File: src/rtl/eight_bit_sequential_divider.sv
// Unsigned restoring divider: 2W-bit dividend / W-bit divisor, one quotient bit per clock.
// Valid/ready on both sides; divide-by-zero and quotient overflow are flagged without iterating.
module eight_bit_sequential_divider #(
  parameter int WIDTH = 8
) (
  input  logic               clk,
  input  logic               rst_n,
  input  logic               in_valid,
  output logic               in_ready,
  input  logic [2*WIDTH-1:0] dividend,
  input  logic [WIDTH-1:0]   divisor,
  output logic               out_valid,
  input  logic               out_ready,
  output logic [WIDTH-1:0]   quotient,
  output logic [WIDTH-1:0]   remainder,
  output logic               div_by_zero,
  output logic               overflow
);

  localparam logic [1:0] S_IDLE = 2'd0;
  localparam logic [1:0] S_BUSY = 2'd1;
  localparam logic [1:0] S_DONE = 2'd2;
  localparam int CW = (WIDTH > 1) ? $clog2(WIDTH) : 1;

  logic [1:0]       state_q, state_d;
  logic [CW-1:0]    cnt_q, cnt_d;
  logic [WIDTH-1:0] r_q, r_d;
  logic [WIDTH-1:0] q_q, q_d;
  logic [WIDTH-1:0] lo_q, lo_d;
  logic [WIDTH-1:0] dvs_q, dvs_d;
  logic             dbz_q, dbz_d;
  logic             ovf_q, ovf_d;

  logic [WIDTH:0]   t;
  logic [WIDTH-1:0] diff;
  logic             ge;

  // Trial value: partial remainder shifted left with the next dividend bit.
  // When t >= divisor the difference fits W bits, so the carry-out is dropped.
  assign t    = {r_q, lo_q[WIDTH-1]};
  assign ge   = (t >= {1'b0, dvs_q});
  assign diff = t[WIDTH-1:0] - dvs_q;

  always_comb begin
    state_d = state_q;
    cnt_d   = cnt_q;
    r_d     = r_q;
    q_d     = q_q;
    lo_d    = lo_q;
    dvs_d   = dvs_q;
    dbz_d   = dbz_q;
    ovf_d   = ovf_q;
    case (state_q)
      S_IDLE: begin
        if (in_valid) begin
          dvs_d = divisor;
          lo_d  = dividend[WIDTH-1:0];
          cnt_d = '0;
          dbz_d = 1'b0;
          ovf_d = 1'b0;
          if (divisor == '0) begin
            dbz_d   = 1'b1;
            q_d     = '1;
            r_d     = '0;
            state_d = S_DONE;
          end else if (dividend[2*WIDTH-1:WIDTH] >= divisor) begin
            ovf_d   = 1'b1;
            q_d     = '1;
            r_d     = '0;
            state_d = S_DONE;
          end else begin
            q_d     = '0;
            r_d     = dividend[2*WIDTH-1:WIDTH];
            state_d = S_BUSY;
          end
        end
      end
      S_BUSY: begin
        r_d   = ge ? diff : t[WIDTH-1:0];
        q_d   = {q_q[WIDTH-2:0], ge};
        lo_d  = {lo_q[WIDTH-2:0], 1'b0};
        cnt_d = cnt_q + 1'b1;
        if (cnt_q == CW'(WIDTH - 1)) state_d = S_DONE;
      end
      S_DONE: begin
        if (out_ready) state_d = S_IDLE;
      end
      default: state_d = S_IDLE;
    endcase
  end

  always_ff @(posedge clk) begin
    if (!rst_n) begin
      state_q <= S_IDLE;
      cnt_q   <= '0;
      r_q     <= '0;
      q_q     <= '0;
      lo_q    <= '0;
      dvs_q   <= '0;
      dbz_q   <= 1'b0;
      ovf_q   <= 1'b0;
    end else begin
      state_q <= state_d;
      cnt_q   <= cnt_d;
      r_q     <= r_d;
      q_q     <= q_d;
      lo_q    <= lo_d;
      dvs_q   <= dvs_d;
      dbz_q   <= dbz_d;
      ovf_q   <= ovf_d;
    end
  end

  assign in_ready    = (state_q == S_IDLE);
  assign out_valid   = (state_q == S_DONE);
  assign quotient    = q_q;
  assign remainder   = r_q;
  assign div_by_zero = dbz_q;
  assign overflow    = ovf_q;

endmodule

File: config.mk
export PLATFORM = sky130hd
export DESIGN_NAME = eight_bit_sequential_divider
export DESIGN_NICKNAME = d
export VERILOG_FILES = /design/src/rtl/eight_bit_sequential_divider.sv
export SDC_FILE = /design/constraint.sdc
export NUM_CORES = 1
export LEC_CHECK = 0
export CORE_ASPECT_RATIO = 0.9
export CORE_MARGIN = 2
export CORE_UTILIZATION = 46
export DETAILED_ROUTE_END_ITERATION = 8
export PLACE_DENSITY = 0.82
export SYNTH_ARGS = -nofsm -noshare
export SYNTH_HDL_FRONTEND = slang
export SYNTH_SLANG_ARGS = --single-unit
File: constraint.sdc
create_clock -name clk -period 1.87 [get_ports clk]
set_input_delay 0.374 -clock clk [delete_from_list [all_inputs] [get_ports clk]]
set_output_delay 0.374 -clock clk [all_outputs]
set_load 0.1 [all_outputs]
* After elaboration in Yosys (flattened, before gate mapping) *
Index checks and enable logic that the tools add are counted.
W data, S select, Z words.

operators by class
  reduce and logical (&&, ||, !) cells = 6
  equal/unequal tests = 6
  magnitude comparators = 2
  add/subtract/negate cells = 2
  muxes and demuxes = 22

operators with widths
  cell                   count
  $mux W8                8
  $pmux W8 S2            3
  $mux W2                5
  $ge A9 B8 Y1           1
  $ge A8 B8 Y1           1
  $logic_not A8 Y1       1
  $sub A8 B8 Y8          1
  $pmux W2 S3            1
  $pmux W3 S2            1
  $ne A2 B2 Y1 const B   2
  $reduce_and A2 Y1      2
  $add A3 B1 Y3 const B  1
  $eq A3 B3 Y1 const B   1
  $mux W1                3
  $mux W3                1
  $reduce_and A3 Y1      1
  $eq A2 B1 Y1 const B   1
  $eq A2 B2 Y1 const B   1
  $logic_not A2 Y1       1
  $ne A2 B1 Y1 const B   1
  $reduce_bool A2 Y1     1

storage, ports and cells
  bits in registers = 39
  word-level logic and storage cells = 46

* Depth between registers and ports, before layout *
  depth after elaboration = 5
  depth in mapped cells = 9

* Worst setup path before layout *
OpenSTA, ideal clock, no wires.

  path type = register -> register
  from = reg state_q[0]
  to = reg ovf_q (netlist: overflow)
  cell stages (with the launch flop) = 7
  clock period less this slack = 2.758 ns
  slack = -0.888 ns
  setup time = 0.071 ns
  buffers on the path = 2
  data arrival time = 2.687 ns
  cells stage by stage = dfxtp_1 nor2_1 and2_1 clkbuf_1 clkbuf_1 nand3_1 a21oi_1

between the ends
  longest elaborated chain between the ends = 2

ends and longest elaborated chain
  element                             line  text
  from (decl)                         25    logic [1:0] state_q, state_d;
  from (signal assigned)              103   state_q <= state_d;
  $logic_not A2 Y1                    -
  named net in_ready                  9     output logic in_ready,
  $reduce_and A2 Y1 (no source line)  -
  to (signal assigned)                110   ovf_q <= ovf_d;
  to (decl)                           32    logic ovf_q, ovf_d;

The timed path passes the listed nets, and every way through them passes these cells.
A chain may end at the register's enable or synchronous reset.

* Worst setup path after layout *
  from = reg dvs_q[2]
  to = reg q_q[0] (netlist: quotient[0])

between the ends
  longest elaborated chain between the ends = 2

ends and longest elaborated chain
  element                 line  text
  from (decl)             30    logic [WIDTH-1:0] dvs_q, dvs_d;
  from (signal assigned)  108   dvs_q <= dvs_d;
  $ge A9 B8 Y1            41    assign ge = (t >= {1'b0, dvs_q});
  $pmux W8 S2             53    case (state_q)
  to (signal assigned)    106   q_q <= q_d;
  to (decl)               28    logic [WIDTH-1:0] q_q, q_d;

No other way between the ends.

==> impl_metrics.tcl <==
set metrics [dict create \
    hold_viol 0 \
    via_per_inst 5.82 \
    cts_made_buffers 5 \
    tritoncts "built" \
    fp.dieH_um 70.5 \
    cpLargestDelayFamily "compound AO/OA/AOI/OAI gates" \
    fp.dieW_um 77.9 \
    skew_ps 11.0 \
    cts.sinks 39 \
    end_kind "register" \
    cp_slowest_cell "dfxtp_2" \
    dpl_cell_area_um2 3520 \
    synth_top_area_share_pct 34.5 \
    synth_fp_nets 336 \
    post_layout_nonfiller_instances 467 \
    core_um2 4800 \
    crit_required_ps 2120 \
    cp_max_fo 8 \
    synth_seq_cells 39 \
    ys_types 47 \
    post-route-period-util_pct 105 \
    cp_common_cell "a211o_1" \
    critPathKind "reg -> reg" \
    routabilityCongestion 0.866 \
    yosysWarnings 0 \
    cp-start-kind "register" \
    dp_cells 445 \
    io_buffers 47 \
    cp_cell_sequence "inv_2 > ha_4 > nor2_2 > a211o_1 > nor4b_4 > or2_4 > a211o_1 > a21oi_2" \
    wl_per_cell_um 18.0 \
    wl_um 8420 \
    multi_input_area_um2 1660 \
    fin_ws_ps -94.1 \
    hold_class "in -> reg" \
    ioPinCount 48 \
    grt_setup_unrepaired "yes" \
    n_antenna_cell 0 \
    violations "setup timing" \
    final-setup-viol-count 12 \
    stdcell_area_um2 3940 \
    filler_cell_count 269 \
    period_minus_slack_ps 1960 \
    synth_cells 289 \
    max_slew.worst_pin.slew_ps 420 \
    grt_overflow_total 0 \
    relSlewSlack_pct 71.9 \
    cts_root_buf "clkbuf_8" \
    antenna_found_initial 0 \
    clock_path_buffers 2 \
    grt_pass1_vias 2615 \
    synth_edf_count 0 \
    cp_num_buf_inv 1 \
    power.density_nw_per_um2 974 \
    cts_hold_buffers 0 \
    die_area_um2 5490 \
    clk_latency_ps 310 \
    rows 24 \
    synth_most_common_cell "nand2_1" \
    path_clk_slew_ps 80 \
    nets 448 \
    syn_to_final_growth_pct 74.0 \
    drive_gt1_share_pct 47.5 \
    fmax_mhz 509 \
    globalRouteTotalUtil_pct 28.5 \
    maxCapViolCount 0 \
    synthArstFlopShare_pct 0 \
    fin_util_pct 81.9 \
    grt_pass1_wl_um 12300 \
    yosysSeqAreaShare_pct 34.5 \
    synthTopCellsByArea "dfxtp_1, ha_1, nand2_1" \
    initial_core_util_pct 47.1 \
    final-max-slew-violation-count 0 \
    dp_hpwl_um 5020 \
    cp_data_arrival_time_ps 2210 \
    drc 0 \
    htree_levels 2 \
    place_ws_ps -780 \
    synthTopCellsByCount "nand2_1, dfxtp_1, a21oi_1, inv_1, nor2_1" \
    ys.flop_type "dfxtp_1" \
    drt-pass1-iter-count 5 \
    cp_slowest_stage_delay_ps 350 \
    ir_drop_v 0.000837 \
    syn_area_per_cell_um2 7.82 \
    antenna_left 0 \
    vias 2718 \
    yosysTopAreaCell "dfxtp_1" \
    status "finished, violations left" \
    leakage_nw 1.66 \
    synthesis.area_um2 2260 \
    grt_start_max_net_pins 26 \
    seqCellArea_um2 820 \
    drtIter0Drc 247 \
]
## where the power goes
group | internal [mW] | switching (mW)
sequential | 0.931 | 0.0930
clock | 0.337 | 0.322
combinational | 0.987 | 1.16
## per-layer routing
metal / wire [µm] / global-route usage (%)
met3: 561 / 4.65
met2: 4080 / 49.8
met5: 0 / 0
met1: 3340 / 34.3
met4: 443 / 13.1
## repair_timing
item                                    4_1_cts  5_1_grt
pin swaps                                    34       36
endpoints found under the setup margin       18       17
gates cloned                                  0        1
gates resized for setup                      63       54
setup buffers                                 8        7
## worst paths after layout
kind	slack, ps	depth (start not counted)	end	from
worst min-delay path	430	3	remainder[5]$_SDFFE_PN0P_	dividend[13]
worst max register to register	-90	8	quotient[0]$_SDFFE_PN0P_	dvs_q[2]$_SDFFE_PN0P_
worst max-delay path	-90	8	quotient[0]$_SDFFE_PN0P_	dvs_q[2]$_SDFFE_PN0P_
worst min register to register	480	1	cnt_q[0]$_SDFFE_PN0P_	cnt_q[0]$_SDFFE_PN0P_
## sequential cells by signal, indices dropped and copies added, names as in the netlist
register     cells
cnt_q            3
div_by_zero      1
dvs_q            8
lo_q             8
overflow         1
quotient         8
remainder        8
state_q          2
## area by class of cell
| cell class | count | share of cell area [%] |
|---|---|---|
| Clock buffer | 8 | 2.54 |
| Inverter | 24 | 2.29 |
| Multi-Input combinational cell | 212 | 42.1 |
| Sequential cell | 39 | 20.8 |
| Tap cell | 65 | 2.07 |
| Timing Repair Buffer | 119 | 30.2 |
## placed cells by master (no fill, tap or decap), types with 3 or more instances in the layout
cell type and n:
dfxtp_1 22, nor2_2 3, nand3_1 6, nand2_1 47, o21ai_0 9, a21oi_2 3
dfxtp_4 7, a211o_1 3, o22ai_1 3, inv_1 13, ha_2 3, a21oi_1 26
ha_4 11, nand2b_4 4, clkdlybuf4s50_1 11, buf_6 5, buf_4 66, inv_2 10
ha_1 4, o21a_1 3, o211ai_1 11, buf_12 22, o21ai_2 3, clkbuf_8 7
clkbuf_2 12, dfxtp_2 10, a311oi_1 6, nor2_1 20
## stage by stage
stage | setup TNS, ps | power [mW] | hold WS, ps
floorplan | -1050 | 2.11 | 436
global placement | -11250 | 2.78 | 444
detailed placement | -12660 | 2.82 | 454
CTS | -436 | 3.59 | 428
global route | -1570 | 3.98 | 429
finish | -681 | 3.83 | 430
## tightest hold or removal path: cells and delay by family
| family | cells | cell delay (ps) |
|---|---|---|
| buf+inv | 1 | 130 |
| compound gates | 2 | 210 |
## kinds of logic (layout without fill, tap and decap cells)
logic type	after synthesis	after routing	share of synthesized area (%)
AO/OA/AOI/OAI	88	88	26.3
XOR/XNOR	2	2	0.775
adder cells (fa/ha/maj)	19	19	10.8
buffers and inverters	39	151	6.86
flip-flops	39	39	34.5
multiplexers	1	1	0.443
AND/OR/NAND/NOR	101	102	20.3
No activity file was read; power rests on OpenSTA's default activity.
